`config.mk`:
```
export PLATFORM = sky130hd
export DESIGN_NAME = xtor_rr_arbiter
export DESIGN_NICKNAME = d
export VERILOG_FILES = /design/src/rtl/xtor_rr_arbiter.sv
export SDC_FILE = /design/constraint.sdc
export NUM_CORES = 1
export LEC_CHECK = 0
export ABC_AREA = 1
export CORE_MARGIN = 2
export CORE_UTILIZATION = 43
export CTS_CLUSTER_DIAMETER = 150
export DETAILED_ROUTE_END_ITERATION = 10
export GPL_ROUTABILITY_DRIVEN = 0
export PLACE_DENSITY_LB_ADDON = 0.25
export SLEW_MARGIN = 15
export SYNTH_ARGS = -nofsm -noshare
export SYNTH_HDL_FRONTEND = slang
export SYNTH_SLANG_ARGS = --single-unit
```
`constraint.sdc`:
```
create_clock -name clock -period 2.6 [get_ports clock]
set_input_delay 0.65 -clock clock [delete_from_list [all_inputs] [get_ports clock]]
set_output_delay 0.65 -clock clock [all_outputs]
set_load 0.01 [all_outputs]
```
`src/rtl/xtor_rr_arbiter.sv`:
```
// Round-robin arbiter that time-shares one valid/ready transactor core among NUM_REQ
// requesters: accept one request, issue it to the core, return the result to its owner.
module xtor_rr_arbiter #(
    parameter int unsigned NUM_REQ = 4,
    parameter int unsigned DATA_W  = 32,
    parameter int unsigned CNT_W   = 16
) (
    input  logic                       clock,
    input  logic                       reset,
    input  logic [NUM_REQ-1:0]         req_valid,
    output logic [NUM_REQ-1:0]         req_ready,
    input  logic [NUM_REQ*DATA_W-1:0]  req_data,
    output logic [NUM_REQ-1:0]         rsp_valid,
    input  logic [NUM_REQ-1:0]         rsp_ready,
    output logic [DATA_W-1:0]          rsp_data,
    output logic                       core_valid,
    input  logic                       core_ready,
    output logic [DATA_W-1:0]          core_wdata,
    input  logic [DATA_W-1:0]          core_rdata,
    output logic                       busy,
    output logic [$clog2(NUM_REQ)-1:0] grant_id,
    output logic [CNT_W-1:0]           txn_count
);
    localparam int unsigned     ID_W    = $clog2(NUM_REQ);
    localparam logic [ID_W-1:0] LAST_ID = ID_W'(NUM_REQ - 1);

    typedef enum logic [1:0] {IDLE, ISSUE, WAIT, RESP} state_t;

    state_t            state, state_d;
    logic [DATA_W-1:0] wdata_d, rdata_d;
    logic [ID_W-1:0]   gid_d, pick;
    logic [CNT_W-1:0]  cnt_d;
    logic              found;
    logic [DATA_W-1:0] req_word [NUM_REQ];

    for (genvar i = 0; i < NUM_REQ; i++) begin : g_unpack
        assign req_word[i] = req_data[i*DATA_W +: DATA_W];
    end

    // Rotating search starting just after the last grantee, so it has lowest priority
    always_comb begin
        logic [ID_W-1:0] cand;
        found = 1'b0;
        pick  = grant_id;
        cand  = grant_id;
        for (int unsigned k = 1; k <= NUM_REQ; k++) begin
            cand = ID_W'((32'(grant_id) + k) % NUM_REQ);
            if (!found && req_valid[cand]) begin
                found = 1'b1;
                pick  = cand;
            end
        end
    end

    // Next-state and accept logic; req_ready is only ever high in IDLE out of reset
    always_comb begin
        state_d   = state;
        wdata_d   = core_wdata;
        rdata_d   = rsp_data;
        gid_d     = grant_id;
        cnt_d     = txn_count;
        req_ready = '0;
        case (state)
            IDLE: begin
                if (found && !reset) begin
                    req_ready[pick] = 1'b1;
                    wdata_d         = req_word[pick];
                    gid_d           = pick;
                    state_d         = ISSUE;
                end
            end
            ISSUE: begin
                if (core_ready) begin
                    state_d = WAIT;
                end
            end
            WAIT: begin
                rdata_d = core_rdata;
                state_d = RESP;
            end
            RESP: begin
                if (rsp_ready[grant_id]) begin
                    cnt_d   = txn_count + CNT_W'(1);
                    state_d = IDLE;
                end
            end
            default: state_d = IDLE;
        endcase
    end

    // State and registered outputs, decoded from the next state
    always_ff @(posedge clock) begin
        if (reset) begin
            state      <= IDLE;
            core_wdata <= '0;
            rsp_data   <= '0;
            grant_id   <= LAST_ID;
            txn_count  <= '0;
            core_valid <= 1'b0;
            busy       <= 1'b0;
            rsp_valid  <= '0;
        end else begin
            state      <= state_d;
            core_wdata <= wdata_d;
            rsp_data   <= rdata_d;
            grant_id   <= gid_d;
            txn_count  <= cnt_d;
            core_valid <= (state_d == ISSUE);
            busy       <= (state_d != IDLE);
            rsp_valid  <= (state_d == RESP) ? (NUM_REQ'(1) << gid_d) : '0;
        end
    end
endmodule

```
==> metrics.cfg, run 1 <==
[run_status]
status=completed

[synth]
synth_top_area_frac=0.363
synth_compound_area_frac=0.0661
netlist_instances=716
ys_types=28
ys_ff_latch=90
synth_top_cells_by_count=210 x nand3_1, 124 x nand2_1, 93 x nor2_1
synth_edf_count=0
synth_top_area_cell=dfxtp_1
syn_nets=888
synth_top_family_by_area=simple AND/OR/NAND/NOR gates
yosysWarnings=0
ys.flop_type=dfxtp_1
synth.most_common_cell=nand3_1
synth_area_per_cell_sq_um=6.92
ys_seq_area_frac=0.363
ys_top_cells_by_area=dfxtp_1 36%, nand3_1 21%, nand2_1 9.4%, nor2_1 7.0%, nand3_2 5.9%
synthArstFlopShare=0
synth_xor_area_frac=0.00707
synth.mux.area_fraction=0
synthSimpleGateAreaFrac=0.465
synth_adder_area_share=0.00252
syn_area_sq_um=4960

[pwr]
p_leak_nw=3.30
p_switching_mw=3.13
pwr-share-comb=0.568
swShare=0.424
power_per_cell_area_nw_per_um2=932
total_power_mw=7.37
clkPwrFrac=0.176
intPower_mw=4.24
peakVddDrop_v=0.000831
p_seq_frac=0.255

[placed_design]
place_area_sq_um=7570
hpwl_mm=12.0
port_buffers=262

[floorplanning]
core_area_sq_um=11300
rows=39
ios=263
dieWidth_um=111
dieArea_sq_um=12400
die_h_um=111
start_util=0.438

[global_route]
grt_pass1_vias=5674
grt_max_degree=65
grt-ovfl-total=0
antenna_found_initial=0
grt_use_total=0.270
grt_pass1_wl_mm=27.8

[sta]
finalCritPeriodShare=0.952
finalCriticalPeriod_ns=2.48
hold_viol=0
finalHoldWorstSlack_ns=0.472
slew_headroom=0.334
slew_viol_final=0
setup_violations=0
skew_ns=0.00628
max_freq_mhz=404
worst_slew_pin_slew_ns=0.998
rsz0062_at_grt=no

[clock_tree]
clk_latency_ns=0.33
ctsRootBufferMaster=clkbuf_16
cts_tree=done
clk_pin_slew_ns=0.06
cts_htree_levels=3
cts_buffers=9
cts.sinks=90
clockBufferDepth=2

[worst_setup_path]
end_kind=output pin
crit_required_ns=1.95
path_cells=clkdlybuf4s15_1, nand2_2, nand2_2, nand2_1, nand2_2, nor2_1, nand3_1, nand4_1, nor2_2, buf_6
crit_family=simple AND/OR/NAND/NOR gates
critical-path-max-stage-delay_ns=0.23
critPathBufInv=2
cp.arrival_ns=1.83
crit_path_start_kind=primary input
startpoint=req_valid[3]
worstSetupPathType=primary input to output pin
crit_path_frequent_cell=nand2_2
rr_startpoint=grant_id[1]$_SDFF_PP1_
worstPathMaxFanout=3
crit_slowest_cell=clkdlybuf4s15_1

[detailed_routing]
drc=0
routed_via_density=5.23
ant_nets=0
vias=5799
wl_mm=17.3
dr.first_iter.drc_count=436
wire_per_inst_um=15.6
first_pass_iters=5

[finish]
layout-drive-gt1-share=0.0983
fin_nets=1133
synthToLayoutAreaGrowth_pct=59.6
fillers=983
antenna_cells=0
design_area_sq_um=7910
regArea_sq_um=1810
multi_input_comb_area_sq_um=2700

[min_path]
hold_start=core_wdata[28]$_SDFFE_PP0P_
min_path_type=flop to flop

[run]
maxCapViolCount=0

## sequential cells by signal (all words and copies together) (netlist names)
name,flops
txn_count,16
grant_id,2
rsp_data,32
rsp_valid,4
busy,1
core_wdata,32
core_valid,1
state,2
## worst paths after layout
kind	to	slack, ns	cells past startpoint
worst max register to register	core_wdata[19]$_SDFFE_PP0P_	0.35	12
worst max-delay path	req_ready[0]	0.12	10
worst min-delay path	core_wdata[28]$_SDFFE_PP0P_	0.47	2
worst min register to register	core_wdata[28]$_SDFFE_PP0P_	0.47	2
## cell type report
type,count,area share
Clock buffer,12,0.0312
Clock inverter,4,0.00648
Inverter,26,0.0130
Multi-Input combinational cell,546,0.341
Sequential cell,90,0.228
Tap cell,143,0.0226
Timing Repair Buffer,288,0.358
## layer usage
layer  routed length, um  part of all wire  up-vias  GRT usage
li1                    -                 -     2896          -
met1                7310              0.42     2655      0.341
met2                8210              0.47      228      0.459
met3                1520             0.088       20     0.0653
met4                 304             0.018        0     0.0864
met5                   0                 0        -          0
## metrics by stage
step	TNS [ns]	setup slack, ns	cells	utilization
finish	0	0.124	1109	0.699
global route	0	0.000216	1109	0.699
CTS	0	0.102	1107	0.696
detailed placement	-8.58	-0.593	1087	0.669
global placement	-7.96	-0.563	1087	0.669
floorplan	0	0.415	716	-
## worst min-delay path: stages (launching register included)
cell and delay, ns:
dfxtp_1 0.31, nand3_1 0.07, nand2_1 0.05
## cell usage in the layout, fill, tap and decap left out, types with 2 or more instances in the layout
| cell type | instances |
|---|---|
| o21ai_0 | 42 |
| dfxtp_1 | 89 |
| inv_4 | 2 |
| nand2_1 | 119 |
| buf_12 | 3 |
| nand3_2 | 29 |
| o21a_1 | 2 |
| nand4_1 | 3 |
| nor2_2 | 2 |
| inv_1 | 21 |
| clkbuf_16 | 9 |
| clkbuf_2 | 2 |
| nand2_2 | 7 |
| nand2_4 | 4 |
| nor2_1 | 92 |
| clkdlybuf4s15_1 | 2 |
| a21oi_1 | 18 |
| nand3_1 | 210 |
| nor3_1 | 10 |
| inv_2 | 3 |
| buf_2 | 3 |
| xor2_1 | 3 |
| buf_4 | 23 |
| clkbuf_1 | 2 |
| clkdlybuf4s50_1 | 254 |
## power groups by stage
| stage | registers, mW | clock network (mW) | logic (mW) |
|---|---|---|---|
| 2_1_floorplan | 2.03 | 0 | 2.71 |
| 3_3_place_gp | 1.89 | 0 | 4.09 |
| 3_5_place_dp | 1.90 | 0 | 4.11 |
| 4_1_cts | 1.88 | 1.33 | 4.15 |
| 5_1_grt | 1.92 | 1.39 | 4.60 |
| 6_report | 1.88 | 1.30 | 4.19 |
## timing repair
item / CTS / global route
hold buffers: 0 / 0
pin swaps: 1 / 5
buffers inserted: 4 / 2
resized for setup: 21 / 16
endpoints found under the setup margin: 4 / 4
## logic make-up after synthesis
| logic type | count (synthesis) |
|---|---|
| AO/OA/AOI/OAI | 64 |
| XOR/XNOR | 4 |
| adder cells (fa/ha/maj) | 1 |
| buffers and inverters | 80 |
| flip-flops | 90 |
| AND/OR/NAND/NOR | 477 |
No activity file was read; power rests on OpenSTA's default activity.
==> inputs of run 2 (changes only) <==
CTS_CLUSTER_DIAMETER = unset   (was 150)
SKIP_LAST_GASP = 1   (was unset)
==> results of run 2 <==
The final DEF is identical to that of run 1; final timing and power are the same.
==> RTL edit (config.mk and constraints of run 1) <==
Change the parameter `CNT_W` from 16 to 32.
--- a/src/rtl/xtor_rr_arbiter.sv
+++ b/src/rtl/xtor_rr_arbiter.sv
@@ -3,7 +3,7 @@
 module xtor_rr_arbiter #(
     parameter int unsigned NUM_REQ = 4,
     parameter int unsigned DATA_W  = 32,
-    parameter int unsigned CNT_W   = 16
+    parameter int unsigned CNT_W   = 32
 ) (
     input  logic                       clock,
     input  logic                       reset,
Interface: changed (resized txn_count); port bits go from 263 to 279. No check against the original RTL was run, so the function may have changed too.
==> RTL edit against run 1 <==
Wire length is 23% higher; design area is 20% higher; non-clock buffer count is 32 higher; total power is 9.7% higher; synthesized cell count is 31% higher; area after synthesis is 21% higher; sequential cell count is 16 higher; worst setup slack worse by 0.089 ns; critical path type is now reg -> out; critical endpoint is now req_ready[3].
==> RTL edit: results <==
run_status:
  status: "complete, no violations"
logic_synthesis:
  synth-adder-area-share: 0.00208
  synth_xor_area_frac: 0.0277
  ys_top_cells_by_area: "dfxtp_1 (35%), nand2_1 (16%), nand3_1 (12%), nor2_1 (8.2%), o21ai_0 (3.7%)"
  synth_cell_types: 35
  synth_common_cells: "nand2_1 (252), nand3_1 (144), nor2_1 (132), dfxtp_1 (106), inv_1 (53)"
  synth-compound-area-share: 0.0865
  netlist_instances: 941
  seq_area_frac_synth: 0.353
worst_setup_path:
  slowest_delay_ns: 0.39
  crit_fanout: 7
  critPathArrivalTime_ns: 1.91
grt:
  use_met2: 0.475
  grt_use_met3: 0.0809
  grt_pass1_vias: 6628
  track_usage: 0.279
power_and_ir_drop:
  p_leak_nw: 3.97
  switchingPower_mw: 3.56
  clkPwrFrac: 0.168
  swShare: 0.440
sta:
  clock_skew_ns: 0.00669
  maxSlewHeadroom: 0.351
cts:
  clkLatencyLatePin_ns: 0.35
  clk_path_buf_depth: 2
  clk_pin_slew_ns: 0.08
placed_design:
  portBuffers: 278
  dp_hpwl_mm: 15.5
  dp_slack_ns: -0.783
  place_area_um2: 8970
routing:
  wire_per_inst_um: 15.3
  dr_wl_met3_mm: 1.63
  wl_met1_mm: 8.56
  vias_per_cell: 5.11
  wl_met2_mm: 10.5
finish:
  final_net_count: 1384
  drive_above_1_share: 0.0945
  biggestRegsByFlops: "core_wdata x32, rsp_data x32, txn_count x32"
-- RTL edit: cell count changes after synthesis, moves of 7 or more --
cell,run 1,this run
a21oi_1,18,33
nor2_1,93,132
nand3_1,210,144
nand2_1,124,252
nand4_1,3,18
nand3_2,29,4
inv_1,22,53
buf_4,4,11
dfxtp_1,90,106
nor3_1,10,31
a21boi_1,0,10
xor2_1,3,12
-- RTL edit: worst paths after layout --
path	from	endpoint	slack (ns)	cells after the start
max	grant_id[0]	req_ready[3]	0.04	12
min	core_wdata[26]	core_wdata[26]	0.47	2
max reg2reg	grant_id[1]	core_wdata[8]	0.18	13
min reg2reg	core_wdata[26]	core_wdata[26]	0.47	2
-- RTL edit: area by class of cell --
| class | instances | share of cell area |
|---|---|---|
| Clock inverter | 6 | 0.00634 |
| Clock buffer | 10 | 0.0252 |
| Timing Repair Buffer | 320 | 0.329 |
| Multi-Input combinational cell | 715 | 0.364 |
| Tap cell | 180 | 0.0238 |
| Inverter | 60 | 0.0262 |
| Sequential cell | 106 | 0.225 |
-- RTL edit: what timing repair did --
action,CTS,global route
gates resized for setup,41,39
buffers inserted,3,3
endpoints found under the setup margin,4,11
hold endpoints to repair,0,0
pin swaps,15,20
gates cloned,0,0
-- RTL edit: metrics by stage --
stage	utilization	setup TNS, ns
after floorplan	-	0
after global placement	0.652	-9.03
after detailed placement	0.652	-11.99
after CTS	0.677	0
after global routing	0.687	-0.187
final	0.687	0
-- RTL edit: worst max-delay path: cells and delay by family (launching register included) --
family | cells | cell delay (ns)
simple gates | 8 | 0.77
buf+inv | 4 | 0.41
flops | 1 | 0.39
